$ cat config.mk
export PLATFORM = sky130hd
export DESIGN_NAME = display_page_sequencer
export DESIGN_NICKNAME = d
export VERILOG_FILES = /design/src/rtl/display_page_sequencer.sv
export SDC_FILE = /design/constraint.sdc
export NUM_CORES = 1
export LEC_CHECK = 0
export ABC_AREA = 1
export ABC_CLOCK_PERIOD_IN_PS = 2700
export BUFFER_PORTS_ARGS = -buffer_cell sky130_fd_sc_hd__clkbuf_2
export CAP_MARGIN = 25
export CORE_ASPECT_RATIO = 0.9
export CORE_MARGIN = 3
export CORE_UTILIZATION = 35
export DETAILED_ROUTE_END_ITERATION = 12
export PLACE_DENSITY = 0.57
export SYNTH_ARGS = -nofsm -noshare
export SYNTH_HDL_FRONTEND = slang
export SYNTH_SLANG_ARGS = --single-unit
$ cat constraint.sdc
create_clock -name clk -period 2.7 [get_ports clk]
set_clock_uncertainty 0.15 [all_clocks]
set_input_delay 0.54 -clock clk [delete_from_list [all_inputs] [get_ports clk]]
set_output_delay 0.54 -clock clk [all_outputs]
set_load 0.1 [all_outputs]
$ cat src/rtl/display_page_sequencer.sv
// rtl/display_page_sequencer.sv - short/long button press page selector with auto-rotate for the 7-segment display (optional: AUTO_SKIP_ZERO_EN)
module display_page_sequencer #(
  parameter int TICK_DIV     = 100000000,
  parameter int LONG_CYCLES  = 50000000,
  parameter int ROTATE_TICKS = 3
) (
  input  logic        clk,
  input  logic        rst,
  input  logic        btn,
  input  logic [15:0] pts,
  input  logic [15:0] hpts,
  input  logic [15:0] times,
  input  logic [15:0] rounds,
  output logic [1:0]  page,
  output logic [15:0] display_number,
  output logic        auto_mode,
  output logic        short_pulse,
  output logic        long_pulse
);

  localparam int TW = (TICK_DIV > 1) ? $clog2(TICK_DIV) : 1;
  localparam int HW = $clog2(LONG_CYCLES + 1);
  localparam int RW = $clog2(ROTATE_TICKS + 1);

  localparam logic [TW-1:0] TICK_LAST = TW'(TICK_DIV - 1);
  localparam logic [HW-1:0] HOLD_LONG = HW'(LONG_CYCLES);
  localparam logic [RW-1:0] ROT_LAST  = RW'(ROTATE_TICKS - 1);

  typedef enum logic [1:0] {
    IDLE  = 2'd0,
    COUNT = 2'd1,
    HELD  = 2'd2
  } btn_state_t;

  btn_state_t    state;
  btn_state_t    state_next;
  logic [HW-1:0] hold_cnt;
  logic [HW-1:0] hold_next;
  logic          short_next;
  logic          long_next;
  // Set once btn has been seen low; keeps a press that straddles reset from counting.
  logic          armed;

  logic [TW-1:0] tick_cnt;
  logic          tick;
  logic [RW-1:0] rot_cnt;
  logic [1:0]    auto_target;
  logic [15:0]   vals [4];

  assign vals[0] = pts;
  assign vals[1] = hpts;
  assign vals[2] = times;
  assign vals[3] = rounds;

  // Button FSM state, hold counter and registered press pulses.
  always_ff @(posedge clk or posedge rst) begin
    if (rst) begin
      state       <= IDLE;
      hold_cnt    <= '0;
      short_pulse <= 1'b0;
      long_pulse  <= 1'b0;
      armed       <= 1'b0;
    end else begin
      state       <= state_next;
      hold_cnt    <= hold_next;
      short_pulse <= short_next;
      long_pulse  <= long_next;
      armed       <= armed | ~btn;
    end
  end

  // Press classification: release before the hold limit is short, reaching it is long.
  always_comb begin
    state_next = state;
    hold_next  = hold_cnt;
    short_next = 1'b0;
    long_next  = 1'b0;
    case (state)
      IDLE: begin
        if (btn && armed) begin
          state_next = COUNT;
          hold_next  = HW'(1);
        end
      end
      COUNT: begin
        if (!btn) begin
          short_next = 1'b1;
          state_next = IDLE;
        end else if (hold_cnt >= HOLD_LONG) begin
          long_next  = 1'b1;
          state_next = HELD;
        end else begin
          hold_next = hold_cnt + 1'b1;
        end
      end
      HELD: begin
        if (!btn) begin
          state_next = IDLE;
        end
      end
      default: begin
        state_next = IDLE;
      end
    endcase
  end

  assign tick = (tick_cnt == TICK_LAST);

  // Free-running divider producing the one-cycle rotation tick.
  always_ff @(posedge clk or posedge rst) begin
    if (rst) begin
      tick_cnt <= '0;
    end else if (tick) begin
      tick_cnt <= '0;
    end else begin
      tick_cnt <= tick_cnt + 1'b1;
    end
  end

  // Destination page for an auto-rotate step.
  always_comb begin
`ifdef AUTO_SKIP_ZERO_EN
    // Nearest following page with a nonzero value; stay put if there is none.
    auto_target = page;
    for (int k = 3; k >= 1; k--) begin
      if (vals[page + 2'(k)] != 16'd0) begin
        auto_target = page + 2'(k);
      end
    end
`else
    auto_target = page + 2'd1;
`endif
  end

  // Page and auto-mode control; a press always takes priority over the tick.
  always_ff @(posedge clk or posedge rst) begin
    if (rst) begin
      page      <= 2'd0;
      auto_mode <= 1'b0;
      rot_cnt   <= '0;
    end else if (short_pulse) begin
      page    <= page + 2'd1;
      rot_cnt <= '0;
    end else if (long_pulse) begin
      auto_mode <= ~auto_mode;
      rot_cnt   <= '0;
    end else if (!auto_mode) begin
      rot_cnt <= '0;
    end else if (tick) begin
      if (rot_cnt == ROT_LAST) begin
        page    <= auto_target;
        rot_cnt <= '0;
      end else begin
        rot_cnt <= rot_cnt + 1'b1;
      end
    end
  end

  // Display value follows the registered page one cycle later.
  always_ff @(posedge clk or posedge rst) begin
    if (rst) begin
      display_number <= 16'd0;
    end else begin
      display_number <= vals[page];
    end
  end

endmodule

# Word level (Yosys, flattened, before mapping)
# Index checks and enable logic that the tools add are counted.
# totals
register_bits	79
inputBits	67
out_inout_bits	21
wordCells	70
# op_classes
addsub	4
magnitude_cmp	2
n_eq_ne	11
muxes	28
n_bitwise	5
reduce_logical	10
# ops
operator	n
$mux W26	3
$pmux W26 S2	1
$bmux W16 S2	1
$mux W16	2
$mux W2	14
$add A27 B1 Y27 const B	1
$eq A27 B27 Y1 const B	1
$mux W27	1
$add A26 B1 Y26 const B	1
$ge A26 B26 Y1 const B	1
$ne A2 B2 Y1 const B	5
$reduce_and A4 Y1	2
$reduce_bool A2 Y1	4
$pmux W2 S3	1
$mux W1	5
$add A2 B1 Y2 const B	2
$eq A2 B2 Y1 const B	2
$ne A4 B1 Y1 const B	1
$ge A3 B3 Y1 const B	1
$ne A3 B3 Y1 const B	1
$not A1 Y1	3
$not A2 Y3	1
$reduce_and A3 Y1	1
$eq A2 B1 Y1 const B	1
4 further kinds	4

# Depth between registers and ports, before layout
# logic_depth
depth_word	6
ltp_mapped	11
ltp_nobuf	10

# Worst setup path after synthesis
# OpenSTA, ideal clock, no wires.
# synth_path
path_type	register to register
start	reg page[0]
end	reg display_number[12]
setup_ns	0.126
arrival_ns	1.717
required_ns	2.424
path_slack_ns	0.706
stages_incl_launch_ff	6
n_path_buf	2
synth_period_minus_slack_ns	1.994
path_cell_list	dfrtp_1 > clkbuf_1 > inv_1 > clkbuf_1 > o21ai_0 > o22ai_1
# synth_via
elab_chain_len	4
# synth_lines
item	line_no	text
start, declared	14	output logic [1:0] page,
start signal, assigned	142	page <= page + 2'd1;
start signal, assigned	151	page <= auto_target;
$not A2 Y3 (not written as such)	164	display_number <= vals[page];
$bmux W16 S2	164	
$mux W16 (not written as such) (2 in a row)	164	
end signal, assigned	164	
end, declared	15	output logic [15:0] display_number,
# No other way between the ends. The select of a mux whose other input is x is not followed.
# A chain may end at the register's enable or synchronous reset.

# Worst setup path in the final report
# layout_path
start	reg tick_cnt[0]
end	reg rot_cnt[1]
# layout_via
elab_chain_len	2
# layout_lines
item	line_no	text
start, declared	44	logic [TW-1:0] tick_cnt;
start signal, assigned	116	tick_cnt <= tick_cnt + 1'b1;
$eq A27 B27 Y1	107	assign tick = (tick_cnt == TICK_LAST);
$ne A4 B1 Y1 (no source line)	-	
end signal, assigned	154	rot_cnt <= rot_cnt + 1'b1;
end, declared	46	logic [RW-1:0] rot_cnt;
# No other way between the ends.

==> metrics.txt <==
run status finished, final reports clean; Starting DRT DRC Count 284; flop2flop setup slack slightly above 0.6 ns; EDFF count, synth 0; register cell area after layout around 2000 µm²; largest net degree at the start of global routing 34; Worst setup EP type flop; Slew HR between 40% and 50%; final net count ~800; post-synthesis cell count 660; Netlist Area Pre-Place about 4700 µm²; critical path fanouts, max 6; Chip Height about 120 µm; worst hold-check slack 0.112 ns; most common cell after layout, fill and taps aside nand2_1; synthesis-to-layout area growth 20.5%; gr usage total 16.7%; share of post-route cells with drive strength above 1 between 15 and 20%; worst skew pair latency approximately 0.34 ns; sequential area share after synthesis ~42%; DRC 0; Crit path buffers/inverters 1; remaining antenna violation count after routing 0; ANT cells 0; Clock transition at path regs 0.06 ns; Primary FF master, synth dfrtp_1; Avg Cell Area, Syn a little over 7 µm²; Yosys warning count 0; Data required, critical path roughly 2.8 ns; Hold WC Path Type in2async; final slew viol count 0; crit-path leading delay family simple AND/OR/NAND/NOR gates; worst-margin pin slew about 0.86 ns; CORE AREA roughly 13,000 µm²; Final Hold Viols 0; largest stage delay on the critical path roughly 0.43 ns; Clock Sink Count between 70 and 80; P per Cell Area a little under 800 nW/µm²; routed vias between 4,000 and 5,000; DR pass1 iterations 4; CP cell instances ha_1 > nand3_1 > inv_1 > nand2_1 > nor2_1 > nand3_1 > a21o_1 > nand2_1; vias in the first global route 4,257; Fin Setup TNS 0 ns; # rows 39; Clk Tree Root Cell clkbuf_16; GR Overflow Total 0; total wire length 11.6 mm; Post-CTS Setup Inserts 0; unrepaired setup endpoints after global routing false; Avg WL per Cell between 10 and 15 µm; Post-synth ARST share 100%; Final Critical Period around 2.1 ns; routability congestion estimate 0.927; Yosys cell types 31; first-pass GRT wire length about 20 mm; fillers 1,334; cts repair resizes 0; fmax roughly 480 MHz; initial antenna violation count 0; die area ~15,000 µm²; Max Root-Sink Buffers 2; Final setup viols 0; VDD IR-drop max 0.742 mV; Multi-input gate area 2300 µm²; Final period util slightly below 80%; Max Cap Viol 0; CP Launch Type flop; Initial Utilization between 30% and 40%; clock tree from TritonCTS yes; total power 0.00447 W; HPWL after detailed placement between 8 and 9 mm; Die X about 130 µm; Net Count, Synth between 700 and 800; CTS H-tree lvls 3; #FFs+latches synth 79; total CTS buffers 9; most frequent cells in the layout nand2_1 (189), nor2_1 (111), clkbuf_2 (87); crit path kind reg2reg; slowest CP cell dfrtp_1; Hold Buf Count CTS 0; CP arrival ~2.2 ns; vias per cell between 4 and 5; leak pwr around 2.9 nW; # IOs 88; Port Buf Inserts 87
[registers in the layout (all words and copies together) (netlist names)]
name and flops:
armed 1, auto_mode 1, display_number 16, hold_cnt 26, long_pulse 1, page 2
rot_cnt 2, short_pulse 1, state 2, tick_cnt 27
[synthesized netlist by cell type (all sizes together), types with 10 or more instances]
| cell type | instances | area share, % |
|---|---|---|
| nand2 | 193 | 16 |
| nor2 | 117 | 9.9 |
| inv | 80 | 6.4 |
| dfrtp | 79 | 42 |
| o21ai | 41 | 4.4 |
| nand3 | 37 | 4.1 |
| xor2 | 26 | 4.9 |
| nand4 | 16 | 2.1 |
| o22ai | 16 | 2.1 |
| nor3 | 15 | 1.6 |
| xnor2 | 10 | 1.9 |
[metrics by stage]
step / util, % / instance area (µm²) / std cells / setup WS, ns
after global routing: 43.6 / 5620 / 915 / 0.434
after detailed placement: 40.9 / 5270 / 899 / 0.641
after CTS: 43.6 / 5620 / 915 / 0.622
after global placement: 40.9 / 5270 / 899 / 0.644
final: 43.6 / 5620 / 915 / 0.610
after floorplan: - / 4670 / 660 / 0.706
[kinds of logic (layout without fill, tap and decap cells)]
family / count (synthesis) / in the layout / synth area share [%]
and+or+nand+nor: 384 / 384 / 34.6
buffers and inverters: 96 / 187 / 8.26
DFF: 79 / 79 / 42.4
AOI/OAI and AO/OA: 62 / 62 / 7.18
xor gates and xnor gates: 36 / 36 / 6.76
adders and majority gates: 3 / 3 / 0.804
[worst register-to-register path, stage by stage (launching register included)]
cell and delay [ns]:
dfrtp_1 0.43, ha_1 0.27, nand3_1 0.22, inv_1 0.15, nand2_1 0.15, nor2_1 0.13
nand3_1 0.25, a21o_1 0.24, nand2_1 0.05
[cell type report]
cell class	count	share of cell area (%)
multi-input cells	485	41.0
flip-flops and latches	79	35.2
repair buffers	91	8.50
well taps	164	3.65
clock inverters	6	2.05
clock buffers	10	4.25
inverters	80	5.41
[layer usage]
layer / wire length [µm] / GRT usage (%) / part of all wire [%] / vias up
met5: 0 / 0 / 0 / -
li1: - / - / - / 2243
met3: 395 / 3.55 / 3.4 / 18
met4: 215 / 5.52 / 1.8 / 0
met1: 5450 / 21.8 / 47 / 2077
met2: 5580 / 27.8 / 48 / 72
[worst paths after layout]
kind | cells past startpoint | end | start
min reg2reg | 2 | armed | armed
max reg2reg | 8 | rot_cnt[1] | tick_cnt[0]
min in group clk | 2 | armed | btn
max | 8 | rot_cnt[1] | tick_cnt[0]
max in group asynchronous | 3 | tick_cnt[1] | rst
min | 2 | state[1] | rst
[power breakdown]
group          total, W  internal, W  switching [W]
clock network   0.00144     0.000933       0.000503
registers       0.00139      0.00133      0.0000639
logic           0.00165     0.000264        0.00138
total           0.00447      0.00253        0.00195
Power figures use the tool's default switching activity.
